**config.mk**
```make
export PLATFORM = sky130hd
export DESIGN_NAME = alu_muldiv_unit
export DESIGN_NICKNAME = d
export VERILOG_FILES = /design/src/rtl/alu_muldiv_unit.sv
export SDC_FILE = /design/constraint.sdc
export NUM_CORES = 1
export LEC_CHECK = 0
export BUFFER_PORTS_ARGS = -buffer_cell sky130_fd_sc_hd__buf_4
export CAP_MARGIN = 20
export CORE_MARGIN = 4
export CORE_UTILIZATION = 30
export CTS_CLUSTER_DIAMETER = 120
export CTS_CLUSTER_SIZE = 12
export DETAILED_ROUTE_END_ITERATION = 16
export GPL_TIMING_DRIVEN = 0
export PLACE_DENSITY = 0.5
export SLEW_MARGIN = 20
export SYNTH_ARGS = -nofsm -noshare
export SYNTH_HDL_FRONTEND = slang
export SYNTH_SLANG_ARGS = --single-unit
```
**constraint.sdc**
```tcl
create_clock -name clk -period 1.5 [get_ports clk]
set_input_delay 0.15 -clock clk [delete_from_list [all_inputs] [get_ports clk]]
set_output_delay 0.15 -clock clk [all_outputs]
set_load 0.005 [all_outputs]
```
**src/rtl/alu_muldiv_unit.sv**
```systemverilog
// Registered ALU with optional iterative shift-add multiplier and signed restoring divider.
// Define MULDIV_EN to build the MUL/DIV datapath; otherwise codes 7 and 8 behave as unsupported.
module alu_muldiv_unit #(
    parameter int WIDTH = 32
) (
    input  logic             clk,
    input  logic             rst,
    input  logic             start,
    input  logic [3:0]       ALUOp,
    input  logic [WIDTH-1:0] SrcA,
    input  logic [WIDTH-1:0] SrcB,
    output logic [WIDTH-1:0] ALUResult,
    output logic             busy,
    output logic             done
);

    localparam logic [3:0] OP_ADD = 4'd0;
    localparam logic [3:0] OP_SUB = 4'd1;
    localparam logic [3:0] OP_XOR = 4'd2;
    localparam logic [3:0] OP_OR  = 4'd3;
    localparam logic [3:0] OP_AND = 4'd4;
    localparam logic [3:0] OP_SLL = 4'd5;
    localparam logic [3:0] OP_SRL = 4'd6;

`ifdef MULDIV_EN
    localparam logic [3:0] OP_MUL = 4'd7;
    localparam logic [3:0] OP_DIV = 4'd8;

    typedef enum logic [1:0] {S_IDLE, S_MUL, S_DIV, S_DONE} state_t;
`else
    typedef enum logic {S_IDLE, S_DONE} state_t;
`endif

    state_t           state_q;
    logic [WIDTH-1:0] result_q;
    logic             done_q;
    logic [WIDTH-1:0] alu_d;

    always_comb begin
        alu_d = '0;
        case (ALUOp)
            OP_ADD:  alu_d = SrcA + SrcB;
            OP_SUB:  alu_d = SrcA - SrcB;
            OP_XOR:  alu_d = SrcA ^ SrcB;
            OP_OR:   alu_d = SrcA | SrcB;
            OP_AND:  alu_d = SrcA & SrcB;
            OP_SLL:  alu_d = SrcA << SrcB[4:0];
            OP_SRL:  alu_d = SrcA >> SrcB[4:0];
            default: alu_d = '0;
        endcase
    end

`ifdef MULDIV_EN
    logic             busy_q;
    logic [4:0]       cnt_q;
    logic [WIDTH-1:0] acc_q;
    logic [WIDTH-1:0] mcand_q;
    logic [WIDTH-1:0] mplier_q;
    logic [WIDTH-1:0] rem_q;
    logic [WIDTH-1:0] quo_q;
    logic [WIDTH-1:0] dsor_q;
    logic             neg_q;

    logic [WIDTH-1:0] mul_sum_d;
    logic [WIDTH:0]   rem_shift_d;
    logic [WIDTH:0]   diff_d;
    logic             quo_bit_d;
    logic [WIDTH-1:0] rem_next_d;
    logic [WIDTH-1:0] quo_next_d;
    logic [WIDTH-1:0] abs_a_d;
    logic [WIDTH-1:0] abs_b_d;
    logic             div_ovf_d;

    always_comb begin
        mul_sum_d   = acc_q + (mplier_q[0] ? mcand_q : '0);
        rem_shift_d = {rem_q, quo_q[WIDTH-1]};
        diff_d      = rem_shift_d - {1'b0, dsor_q};
        quo_bit_d   = ~diff_d[WIDTH];
        rem_next_d  = quo_bit_d ? diff_d[WIDTH-1:0] : rem_shift_d[WIDTH-1:0];
        quo_next_d  = {quo_q[WIDTH-2:0], quo_bit_d};
        // Magnitude of the most negative value is still correct read as unsigned.
        abs_a_d     = SrcA[WIDTH-1] ? -SrcA : SrcA;
        abs_b_d     = SrcB[WIDTH-1] ? -SrcB : SrcB;
        div_ovf_d   = (SrcA == {1'b1, {(WIDTH-1){1'b0}}}) && (SrcB == '1);
    end

    assign busy = busy_q;
`else
    assign busy = 1'b0;
`endif

    always_ff @(posedge clk or posedge rst) begin
        if (rst) begin
            state_q  <= S_IDLE;
            result_q <= '0;
            done_q   <= 1'b0;
`ifdef MULDIV_EN
            busy_q   <= 1'b0;
            cnt_q    <= '0;
            acc_q    <= '0;
            mcand_q  <= '0;
            mplier_q <= '0;
            rem_q    <= '0;
            quo_q    <= '0;
            dsor_q   <= '0;
            neg_q    <= 1'b0;
`endif
        end else begin
            case (state_q)
`ifdef MULDIV_EN
                S_MUL: begin
                    acc_q    <= mul_sum_d;
                    mcand_q  <= mcand_q << 1;
                    mplier_q <= mplier_q >> 1;
                    cnt_q    <= cnt_q + 5'd1;
                    if (cnt_q == 5'd31) begin
                        result_q <= mul_sum_d;
                        busy_q   <= 1'b0;
                        done_q   <= 1'b1;
                        state_q  <= S_DONE;
                    end
                end
                S_DIV: begin
                    rem_q <= rem_next_d;
                    quo_q <= quo_next_d;
                    cnt_q <= cnt_q + 5'd1;
                    if (cnt_q == 5'd31) begin
                        result_q <= neg_q ? -quo_next_d : quo_next_d;
                        busy_q   <= 1'b0;
                        done_q   <= 1'b1;
                        state_q  <= S_DONE;
                    end
                end
`endif
                S_IDLE, S_DONE: begin
                    done_q  <= 1'b0;
                    state_q <= S_IDLE;
                    if (start) begin
`ifdef MULDIV_EN
                        if (ALUOp == OP_MUL) begin
                            acc_q    <= '0;
                            mcand_q  <= SrcA;
                            mplier_q <= SrcB;
                            cnt_q    <= '0;
                            busy_q   <= 1'b1;
                            state_q  <= S_MUL;
                        end else if (ALUOp == OP_DIV && SrcB == '0) begin
                            result_q <= '1;
                            done_q   <= 1'b1;
                            state_q  <= S_DONE;
                        end else if (ALUOp == OP_DIV && div_ovf_d) begin
                            result_q <= SrcA;
                            done_q   <= 1'b1;
                            state_q  <= S_DONE;
                        end else if (ALUOp == OP_DIV) begin
                            rem_q   <= '0;
                            quo_q   <= abs_a_d;
                            dsor_q  <= abs_b_d;
                            neg_q   <= SrcA[WIDTH-1] ^ SrcB[WIDTH-1];
                            cnt_q   <= '0;
                            busy_q  <= 1'b1;
                            state_q <= S_DIV;
                        end else
`endif
                        begin
                            result_q <= alu_d;
                            done_q   <= 1'b1;
                            state_q  <= S_DONE;
                        end
                    end
                end
            endcase
        end
    end

    assign ALUResult = result_q;
    assign done      = done_q;

endmodule

```
## Yosys cells after proc, flatten, opt, wreduce, memory -nomap -nowiden

Cells that the tools add are included.
W data, S select, Z words.

- Output and inout bits: 34
- Flip-flop bits (word level): 33
- Logic and storage cells: 18
- Input bits: 71

- Equal/unequal tests: 6
- Mux-type cells: 2
- $add $sub $neg: 2
- Bitwise logic cells: 3
- Shift operators: 2
- Reductions and logical operators: 1

Operator list:

| cell | count |
|---|---|
| $pmux W32 S7 | 1 |
| $add A32 B32 Y32 | 1 |
| $and A32 B32 Y32 | 1 |
| $or A32 B32 Y32 | 1 |
| $shl A32 B5 Y32 | 1 |
| $shr A32 B5 Y32 | 1 |
| $sub A32 B32 Y32 | 1 |
| $xor A32 B32 Y32 | 1 |
| $eq A4 B3 Y1 const B | 3 |
| $eq A4 B2 Y1 const B | 2 |
| $eq A4 B1 Y1 const B | 1 |
| $logic_not A4 Y1 | 1 |
| $mux W1 | 1 |

## Depth between registers and ports, before layout

- Depth after elaboration: 2
- Gate-level depth with buffers: 20
- Depth with buffers taken out: 16

## Worst setup path before layout

Ideal clock, no wire load.

- Path type: input-to-reg
- Start point: in SrcB[0]
- End point: reg result_q[31], in the netlist ALUResult[31]
- Arrival: 3.941 ns
- Path buffers: 5
- Library setup time: 0.087 ns
- Setup slack: -2.528 ns
- Required time: 1.413 ns
- Cell stages on the path: 20
- Cells stage by stage: buf_6 > buf_12 > buf_12 > buf_2 > inv_1 > ha_1 > nor2b_1 > nand3_1 > or4_1 > nand2_1 > xnor2_1 > ha_1 > clkbuf_1 > and3_1 > nand3_1 > a2bb2oi_1 > o21ai_1 > a221o_1 > a2111o_1 > o211ai_1

- Longest elaborated chain between the ends: 2
- Elaborated cells on any way between the ends: 5
- Classes of those cells: add/sub (2); shift (2); mux (1)

Ends and longest elaborated chain:

| what | line | RTL |
|---|---|---|
| from (decl) | 11 | `input logic [WIDTH-1:0] SrcB,` |
| $sub A32 B32 Y32 (tied with other cells) | 43 | `OP_SUB: alu_d = SrcA - SrcB;` |
| $pmux W32 S7 (*) | 41 | `case (ALUOp)` |
| to (signal assigned) | 166 | `result_q <= alu_d;` |
| to (decl) | 35 | `logic [WIDTH-1:0] result_q;` |

Every way passes the cells marked *; elsewhere a longest branch is shown, timed or not.
A chain may end at the register's enable or synchronous reset.

## Worst setup path after layout

Ends and elaborated chain as after synthesis.

==> metrics.cfg <==
[floorplan]
core_um2 = 27250
rows = 60
io_pins = 105
die_area_um2 = 30750
initial_core_util = 0.3083
die_y_um = 175.4
die_x_um = 175.4

[worst_setup_path]
crit_family = compound AO/OA/AOI/OAI gates
crit_fanout = 7
crit_chain = buf_8 -> buf_8 -> buf_12 -> buf_12 -> buf_12 -> clkinv_8 -> ha_4 -> nor2b_4 -> nand3_4 -> buf_6 -> nor4_4 -> a21oi_1 -> xnor2_1 -> ha_1 -> and3_1 -> a221o_1 -> a221o_1 -> a2111o_1 -> o211ai_1
worst_path_most_repeated_cell = buf_12
crit_arrival_ns = 3.84
cp-start-kind = input pin
critPathKind = input pin to register
slowest_stage = a2111o_1
cp.required_ns = 1.70
critPathLaunch = SrcB[0]
critical_path_buf_inv_count = 7
cp-end-kind = register
critPathMaxStageDelay_ns = 0.42
r2r_start = ALUResult[18]

[run_status]
status = complete, but fails checks
violations = setup timing

[drt]
drc = 0
vias = 9741
routedWlPerCell_um = 25.84
drt-total-wl_um = 40910
ant_nets = 0
via_per_inst = 6.154
drt_iter0_drc = 992
firstDrtPassIters = 5

[clocking]
h-tree-depth = 2
cts_tree = yes
cts_sinks = 33
clk_path_buf_depth = 2
clk_pin_slew_ns = 0.06
clk_latency_ns = 0.28
root_buffer = clkbuf_16
numCtsBuffers = 5

[global_routing]
busiest_layer = met2
use_met1 = 0.3656
grt_pass1_vias = 9528
antenna_found_initial = 0
use_met3 = 0.03444
grt_overflow_total = 0
grt_pass1_wl_um = 60900
grtUsageMet2 = 0.4154
track_usage = 0.2576
grt_max_degree = 30

[logic_synthesis]
yosys_warnings = 0
synthFlopType = dfrtp_1
synth_nets = 1206
syn_avg_cell_area_um2 = 8.102
yosysSeqAreaShare = 0.09829
ys_ff_latch = 33
synth.distinct_cells = 66
synth-edff-count = 0
syn_area_um2 = 8402
synthCells = 1037
async_reset_ff_frac = 1.000

[final_layout]
n_antenna_cell = 0
drive_above_1_share = 0.3270
stdcell_area_um2 = 11290
nets = 1379
final_util = 0.4142
areaGrowthSynthToFinish_pct = 34.34

[timing]
slew_headroom = 0.3416
finalSetupViolCount = 32
hold_viol_final = 0
fin_tns_setup_ns = -52.84
layout_setup_ws_ns = -2.142
rsz0062_at_grt = yes
worst_pin_slew_ns = 0.9793
drv_slew = 0
period_needed_ns = 3.642
hold_slack_ns = 0.03818
post-route-period-util = 2.428
skew_ns = 0
fmax_mhz = 274.6

[pwr]
leakage_nw = 4.771
pwr-share-seq = 0.162
power_mw = 6.221
internal-power_mw = 3.377
sw_frac_of_total = 0.4571
power_frac_clock = 0.171
power_frac_comb = 0.667
switchingPower_mw = 2.844
irDropWorstVdd_uv = 376.5
power_density_nw_per_um2 = 551.1

[worst_hold_path]
hold_class = input pin to register
hp-start = start

[place]
hpwl_um = 32250
place.gp.congestion = 0.9946
place_area_um2 = 9903
port_buffers = 102

[flow_run]
maxCapViolCount = 0

[layer usage]
layer,up-vias,share of wire
met1,4884,0.44
met3,84,0.077
li1,4275,-
met4,0,0.034
met5,-,0
met2,498,0.45
[power groups by stage]
| stage | logic, mW | clock network [mW] | registers, mW |
|---|---|---|---|
| floorplan | 2.17 | 0 | 1.02 |
| global placement | 3.41 | 0 | 1.03 |
| detailed placement | 3.42 | 0 | 1.03 |
| CTS | 3.83 | 1.08 | 1.01 |
| global route | 4.41 | 1.11 | 1.02 |
| finish | 4.15 | 1.06 | 1.01 |
[cell usage after synthesis (7+ instances only)]
cell | count | share of area
o21ai_0 | 56 | 0.033
nor2b_1 | 8 | 0.0060
nand3_1 | 20 | 0.012
inv_1 | 68 | 0.030
a221oi_1 | 27 | 0.028
xnor2_1 | 49 | 0.051
o31ai_1 | 9 | 0.0080
o21ai_1 | 11 | 0.0066
dfrtp_1 | 33 | 0.098
buf_2 | 17 | 0.010
ha_1 | 97 | 0.14
nor3_1 | 28 | 0.017
nand2_1 | 68 | 0.030
o22ai_1 | 16 | 0.012
a21o_1 | 11 | 0.0098
mux2i_1 | 33 | 0.039
a21oi_1 | 93 | 0.055
o211ai_1 | 12 | 0.011
nor2_1 | 119 | 0.053
clkbuf_1 | 48 | 0.021
a31oi_1 | 15 | 0.011
a221o_1 | 21 | 0.025
o2bb2ai_1 | 7 | 0.0073
mux4_2 | 59 | 0.16
[cell families (layout without fill, tap and decap cells)]
family / after synthesis / count (layout) / share of synthesized area
mux: 102 / 102 / 0.2216
other cells: 1 / 1 / 0.0004463
flops: 33 / 33 / 0.09829
fa+ha+maj: 98 / 98 / 0.1468
simple gates: 287 / 287 / 0.1571
xor+xnor: 52 / 52 / 0.05421
buf+inv: 145 / 319 / 0.07297
compound gates: 319 / 319 / 0.2485
[layout by cell type (no fill, tap or decap), drive strengths merged, types with 4 or more instances in the layout]
master   Yosys  routed
buf         25     194
nor2       119     119
ha          97      97
a21oi       93      93
nand2       68      68
inv         69      67
o21ai       67      67
mux4        65      65
xnor2       49      49
clkbuf      48      49
dfrtp       33      33
mux2i       33      33
nor3        29      29
a221oi      27      27
a221o       21      21
nand3       20      20
o22ai       16      16
a31oi       15      15
o211ai      12      12
a21o        11      11
o31ai        9       9
nor2b        8       8
o2bb2ai      7       7
and2         7       7
nor4         7       7
nand4        6       6
o21a         6       6
clkinv       3       6
a22o         5       5
nand2b       5       5
a211o        5       5
and3         5       5
mux2         4       4
a41oi        4       4
or3          4       4
[worst register-to-register path, delay by kind of cell, from the launching register on]
family	cells	cell delay, ns
AOI/OAI and AO/OA	5	0.88
DFF	1	0.40
and+or+nand+nor	1	0.11
[what timing repair did]
item,CTS,global route
pin swaps,56,50
hold buffers,1,0
setup buffers,44,22
gates resized for setup,127,54
endpoints found under the setup margin,32,32
endpoints found under the hold margin,33,0
[state kept, by name, summed over array words and instances, names as in the netlist]
register	flops
ALUResult	32
done	1
[cell type report]
class | instances | area, µm²
inverters | 72 | 286.5
well taps | 372 | 465.4
fillers | 2817 | 15960
clock buffers | 5 | 125.1
clock inverters | 3 | 17.52
flip-flops and latches | 33 | 825.8
multi-input cells | 859 | 7734
repair buffers | 170 | 1353
plain buffers | 69 | 480.5
[per-stage QoR]
step | setup WS [ns] | cells
3_3_place_gp | -2.920 | 1511
3_5_place_dp | -2.909 | 1514
4_1_cts | -2.177 | 1563
2_1_floorplan | -2.188 | 1037
6_report | -2.142 | 1583
5_1_grt | -2.232 | 1583
[worst paths after layout]
kind,to,slack (ns),cells after the start
max in group asynchronous,ALUResult[29],0.80,4
setup reg to reg,ALUResult[18],-0.02,6
setup / recovery,ALUResult[31],-2.14,19
hold reg to reg,ALUResult[11],0.49,1
min in group asynchronous,ALUResult[9],0.30,3
hold / removal,done,0.04,1
(Power assumes the default switching activity.)
